$ cat src/rtl/lofi_pkg.sv
// Shared constants for the lo-fi bit/sample-rate crusher.
package lofi_pkg;

  localparam int LOFI_LATENCY = 3;
  localparam int MIX_UNITY    = 256;

  typedef enum logic {
    MODE_TRUNCATE = 1'b0,
    MODE_ROUND    = 1'b1
  } quant_mode_t;

endpackage

$ cat src/rtl/lofi_quantizer.sv
// Combinational bit-depth reducer: keeps bit_depth+1 MSBs, truncating or rounding.
module lofi_quantizer
  import lofi_pkg::*;
#(
  parameter int DATA_WIDTH = 32,
  localparam int BD_W = $clog2(DATA_WIDTH)
) (
  input  logic [DATA_WIDTH-1:0] audio_in,
  input  logic [BD_W-1:0]       bit_depth,
  input  logic                  round_en,
  output logic [DATA_WIDTH-1:0] quant
);

  logic [BD_W-1:0]       shift;
  logic [DATA_WIDTH-1:0] mask;
  logic [DATA_WIDTH-1:0] half;
  logic [DATA_WIDTH-1:0] sum;
  logic                  overflow;

  always_comb begin
    shift    = BD_W'(DATA_WIDTH - 1) - bit_depth;
    mask     = '1 << shift;
    half     = DATA_WIDTH'(1) << (shift - 1'b1);
    sum      = audio_in + half;
    // only a non-negative input can wrap past the positive limit
    overflow = ~audio_in[DATA_WIDTH-1] & sum[DATA_WIDTH-1];
    quant    = audio_in;
    if (32'(bit_depth) < DATA_WIDTH - 1) begin
      if (round_en == MODE_ROUND)
        quant = overflow ? ({1'b0, {(DATA_WIDTH-1){1'b1}}} & mask) : (sum & mask);
      else
        quant = audio_in & mask;
    end
  end

endmodule

$ cat src/rtl/lofi_crusher.sv
// Three-stage multichannel crusher: quantize, per-channel sample-and-hold, dry/wet mix.
module lofi_crusher
  import lofi_pkg::*;
#(
  parameter int DATA_WIDTH   = 32,
  parameter int NUM_CHANNELS = 2,
  parameter int HOLD_WIDTH   = 8,
  localparam int CH_W = (NUM_CHANNELS > 1) ? $clog2(NUM_CHANNELS) : 1,
  localparam int BD_W = $clog2(DATA_WIDTH)
) (
  input  logic                  clk,
  input  logic                  rst,
  input  logic                  flush,
  input  logic                  sample_valid,
  input  logic [CH_W-1:0]       ch_in,
  input  logic [DATA_WIDTH-1:0] audio_in,
  input  logic [BD_W-1:0]       bit_depth,
  input  logic                  round_en,
  input  logic [HOLD_WIDTH-1:0] rate_div,
  input  logic [8:0]            mix,
  output logic [DATA_WIDTH-1:0] audio_out,
  output logic                  audio_out_valid,
  output logic [CH_W-1:0]       ch_out
);

  localparam int PW = DATA_WIDTH + 11;

  logic [DATA_WIDTH-1:0] quant;
  logic                  accept;

  logic                  v1, v2;
  logic [CH_W-1:0]       ch1, ch2;
  logic [DATA_WIDTH-1:0] q1, dry1, wet2, dry2;
  logic [HOLD_WIDTH-1:0] rate1;
  logic [8:0]            m1, m2;

  logic [HOLD_WIDTH-1:0] cnt  [NUM_CHANNELS];
  logic [DATA_WIDTH-1:0] held [NUM_CHANNELS];

  logic [HOLD_WIDTH-1:0] cur_cnt, next_cnt;
  logic [DATA_WIDTH-1:0] wet;
  logic signed [DATA_WIDTH:0] diff;
  logic signed [PW-1:0]  prod, mixed;

  lofi_quantizer #(.DATA_WIDTH(DATA_WIDTH)) u_quant (
    .audio_in (audio_in),
    .bit_depth(bit_depth),
    .round_en (round_en),
    .quant    (quant)
  );

  assign accept = sample_valid && !flush && (32'(ch_in) < 32'(NUM_CHANNELS));

  always_ff @(posedge clk or posedge rst) begin
    if (rst) begin
      v1    <= 1'b0;
      ch1   <= '0;
      q1    <= '0;
      dry1  <= '0;
      rate1 <= '0;
      m1    <= '0;
    end else begin
      v1 <= accept;
      if (accept) begin
        ch1   <= ch_in;
        q1    <= quant;
        dry1  <= audio_in;
        rate1 <= rate_div;
        m1    <= (mix > 9'(MIX_UNITY)) ? 9'(MIX_UNITY) : mix;
      end
    end
  end

  // ">=" rather than "==" so a lowered rate_div cannot strand a counter above it
  always_comb begin
    cur_cnt  = cnt[ch1];
    wet      = (cur_cnt == '0) ? q1 : held[ch1];
    next_cnt = (cur_cnt >= rate1) ? '0 : cur_cnt + 1'b1;
  end

  always_ff @(posedge clk or posedge rst) begin
    if (rst) begin
      for (int unsigned i = 0; i < NUM_CHANNELS; i++) begin
        cnt[i]  <= '0;
        held[i] <= '0;
      end
      v2   <= 1'b0;
      ch2  <= '0;
      wet2 <= '0;
      dry2 <= '0;
      m2   <= '0;
    end else if (flush) begin
      for (int unsigned i = 0; i < NUM_CHANNELS; i++) begin
        cnt[i]  <= '0;
        held[i] <= '0;
      end
      v2 <= 1'b0;
    end else begin
      v2 <= v1;
      if (v1) begin
        cnt[ch1] <= next_cnt;
        if (cur_cnt == '0) held[ch1] <= q1;
        ch2  <= ch1;
        wet2 <= wet;
        dry2 <= dry1;
        m2   <= m1;
      end
    end
  end

  always_comb begin
    diff  = (DATA_WIDTH+1)'(signed'(wet2)) - (DATA_WIDTH+1)'(signed'(dry2));
    prod  = PW'(diff) * PW'(signed'({1'b0, m2}));
    mixed = PW'(signed'(dry2)) + (prod >>> 8);
  end

  always_ff @(posedge clk or posedge rst) begin
    if (rst) begin
      audio_out       <= '0;
      audio_out_valid <= 1'b0;
      ch_out          <= '0;
    end else begin
      audio_out_valid <= v2 && !flush;
      if (v2 && !flush) begin
        audio_out <= mixed[DATA_WIDTH-1:0];
        ch_out    <= ch2;
      end
    end
  end

endmodule

$ cat config.mk
export PLATFORM = sky130hd
export DESIGN_NAME = lofi_crusher
export DESIGN_NICKNAME = d
export VERILOG_FILES = /design/src/rtl/lofi_pkg.sv /design/src/rtl/lofi_quantizer.sv /design/src/rtl/lofi_crusher.sv
export SDC_FILE = /design/constraint.sdc
export NUM_CORES = 2
export LEC_CHECK = 0
export BUFFER_PORTS_ARGS = -buffer_cell sky130_fd_sc_hd__buf_2
export CORE_ASPECT_RATIO = 0.75
export CORE_MARGIN = 2
export CORE_UTILIZATION = 30
export CTS_CLUSTER_SIZE = 14
export DETAILED_ROUTE_END_ITERATION = 16
export PLACE_DENSITY_LB_ADDON = 0.2
export SLEW_MARGIN = 20
export SYNTH_ARGS = -nofsm -noshare
export SYNTH_HDL_FRONTEND = slang
export SYNTH_HIERARCHICAL = 1
export SYNTH_SLANG_ARGS = --single-unit
$ cat constraint.sdc
create_clock -name clk -period 14.5 [get_ports clk]
set_clock_uncertainty 0.1 [all_clocks]
set_input_delay 4.35 -clock clk [delete_from_list [all_inputs] [get_ports clk]]
set_output_delay 4.35 -clock clk [all_outputs]
set_load 0.05 [all_outputs]
==> flow_metrics.env <==
export IMPL_synth_seq_cells=272
export IMPL_worst_slew_pin_slew_ns=1.12
export IMPL_start_util_pct=30.3
export IMPL_hp_class="reg -> reg"
export IMPL_die_area_um2=90800
export IMPL_cts_buffers=29
export IMPL_grt_pass1_wl_um=123000
export IMPL_fin_area_um2=29100
export IMPL_critPathSlowestCell="xnor2_1"
export IMPL_rows=94
export IMPL_critPathCaptureType="flop"
export IMPL_path_max_fanout=9
export IMPL_slew_headroom_pct=24.6
export IMPL_rsz0062_at_grt="false"
export IMPL_cts_setup_buffers=0
export IMPL_globalplace_congestion=0.866
export IMPL_avgSynthCellArea_um2=8.59
export IMPL_multi_input_area_um2=18000
export IMPL_grt_max_degree=170
export IMPL_grt_ovfl_total=0
export IMPL_setup_tns_final_ns=0
export IMPL_track_usage_pct=16.9
export IMPL_wirelength_um=76400
export IMPL_clock_latency_ns=0.58
export IMPL_core_area_um2=87600
export IMPL_die_x_um=347
export IMPL_yosysWarnings=6
export IMPL_cts_clk_slew_worst_paths_ns=0.07
export IMPL_die_h_um=262
export IMPL_ys_seq_area_share_pct=25.7
export IMPL_drc=0
export IMPL_via_per_inst=5.00
export IMPL_first_global_vias=20900
export IMPL_required_ns=14.83
export IMPL_place_area_um2=28200
export IMPL_vias=21400
export IMPL_ys_flop_type="dfrtp_1"
export IMPL_cts_htree_levels=1
export IMPL_status="finished clean"
export IMPL_slowest_delay_ns=0.74
export IMPL_cts_max_path_buffers=3
export IMPL_synth_edf_count=0
export IMPL_area_growth_pct=9.59
export IMPL_setup_violations=0
export IMPL_worstPathArrival_ns=11.09
export IMPL_cts_tree="done"
export IMPL_fin_nets=3587
export IMPL_netlist_instances=3090
export IMPL_synth_nets=3570
export IMPL_start_kind="flop"
export IMPL_holdBufCountCts=0
export IMPL_post_cts_resized=0
export IMPL_drive_gt1_share_pct=6.72
export IMPL_ant_nets=0
export IMPL_antenna_found_initial=1
export IMPL_maxCapViolCount=0
export IMPL_n_fill_cell=9249
export IMPL_timing_final_crit_share_pct=74.2
export IMPL_finalHoldViolCount=0
export IMPL_first_pass_iters=5
export IMPL_io_pin_count=94
export IMPL_max_freq_mhz=92.9
export IMPL_finalMaxSlewViolations=0
export IMPL_drtIter0Drc=1534
export IMPL_ys_async_sr_fraction_pct=100
export IMPL_dpl_hpwl_um=58600
export IMPL_wl_per_cell_um=17.9
export IMPL_period_needed_ns=10.76
export IMPL_cts_root_buf="clkbuf_16"
export IMPL_seq_area_um2=6810
export IMPL_cp_common_cell="fa_1"
export IMPL_portBuffers=93
export IMPL_cts_sinks=272
export IMPL_path_class="reg -> reg"
export IMPL_synthesis_area_um2=26500
export IMPL_synth_distinct_cells=93
==> sequential cells by signal, indices dropped and copies added (netlist names) <==
| register | count |
|---|---|
| wet2 | 32 |
| m2 | 9 |
| q1 | 32 |
| cnt | 16 |
| ch2 | 1 |
| audio_out | 32 |
| dry1 | 32 |
| m1 | 9 |
| held | 64 |
| ch1 | 1 |
| ch_out | 1 |
| rate1 | 8 |
| audio_out_valid | 1 |
| v2 | 1 |
| dry2 | 32 |
| v1 | 1 |
==> metal layers <==
metal	up-vias	track usage [%]	routed length, um
met5	-	0	0
met4	0	1.35	494
met3	34	2.02	3450
met2	442	25.6	32300
met1	10600	26.5	40200
li1	10300	-	-
==> final cells by class <==
class,instances,share of cell area [%]
multi-input combinational,2364,62.0
sequential,272,23.4
tap,1152,4.96
inverter,316,4.11
clock buffer,40,2.74
timing repair buffer,124,2.44
clock inverter,9,0.306
antenna,1,0.00861
==> cell usage after synthesis, types with 42 or more instances <==
master,n,area (um^2)
nand2_1,605,2270
inv_1,313,1170
dfrtp_1,272,6810
fa_1,231,4620
ha_1,189,2360
o21ai_0,166,831
a21oi_1,151,756
nor2_1,147,552
and2_1,132,826
clkbuf_1,121,454
xnor2_1,79,692
a21o_1,64,480
a22o_1,64,561
nor2b_1,44,275
xor2_1,42,368
==> worst max-delay path: cells and delay by family (launching register included) <==
kind                     cells  cell delay (ns)
AND/OR/NAND/NOR             10             2.00
AO/OA/AOI/OAI               11             3.34
XOR/XNOR                     3             1.00
adder cells (fa/ha/maj)      9             3.70
buffers and inverters        1             0.05
flip-flops                   1             0.40
==> path summary, 6_finish.rpt <==
kind	from	to	slack [ns]	cells past startpoint
setup / recovery	dry2[0]	audio_out[30]	3.74	34
hold / removal	m1[6]	m2[6]	0.36	2
setup reg to reg	dry2[0]	audio_out[30]	3.74	34
hold reg to reg	m1[6]	m2[6]	0.36	2
max in group asynchronous	rst	audio_out[27]	8.96	3
min in group asynchronous	rst	audio_out_valid	3.82	2
==> stage by stage <==
step           cells  util [%]  setup slack [ns]  hold WS [ns]
3_3_place_gp    4228      32.2              3.82         0.352
3_5_place_dp    4228      32.2              3.85         0.354
6_report        4278      33.2              3.74         0.365
5_1_grt         4277      33.2              2.97         0.383
4_1_cts         4277      33.2              3.79         0.359
2_1_floorplan   3090         -              2.55         0.339
==> cells in the final DEF (no fill, tap or decap), types with 6 or more instances in the layout <==
master / count
dfrtp_1: 271
ha_1: 189
nor2b_1: 44
o31ai_1: 11
a31oi_1: 28
nand3_1: 37
nor4_1: 7
o22ai_1: 9
a211o_1: 6
o21ai_1: 9
nor2_1: 147
xor2_1: 42
fa_1: 231
and2_1: 132
clkbuf_1: 8
o21a_1: 19
nand4_1: 9
nor3_1: 34
a21oi_1: 150
and3_1: 22
o21ai_0: 166
nand2_1: 605
a211oi_1: 13
o2bb2ai_1: 6
buf_2: 93
nand2b_1: 30
o211ai_1: 19
a311oi_1: 11
inv_1: 311
xnor2_1: 78
mux2i_1: 39
clkbuf_16: 29
a21o_1: 64
nand3b_1: 10
or3_1: 9
o21bai_1: 11
a22o_1: 64
buf_4: 30
or2_2: 7
==> logic make-up (layout without fill, tap and decap cells) <==
family | Yosys count | in the layout | share of synthesized area, %
xor gates and xnor gates | 123 | 123 | 4.17
AOI/OAI and AO/OA | 660 | 660 | 16.5
muxes | 44 | 44 | 1.68
other | 0 | 1 | 0
and+or+nand+nor | 1117 | 1117 | 19.1
DFF | 272 | 272 | 25.7
buffers and inverters | 454 | 489 | 6.50
adders and majority gates | 420 | 420 | 26.3
Power is not shown: default switching activity piles up to over one toggle a cycle in this logic, so the estimate is an artifact.
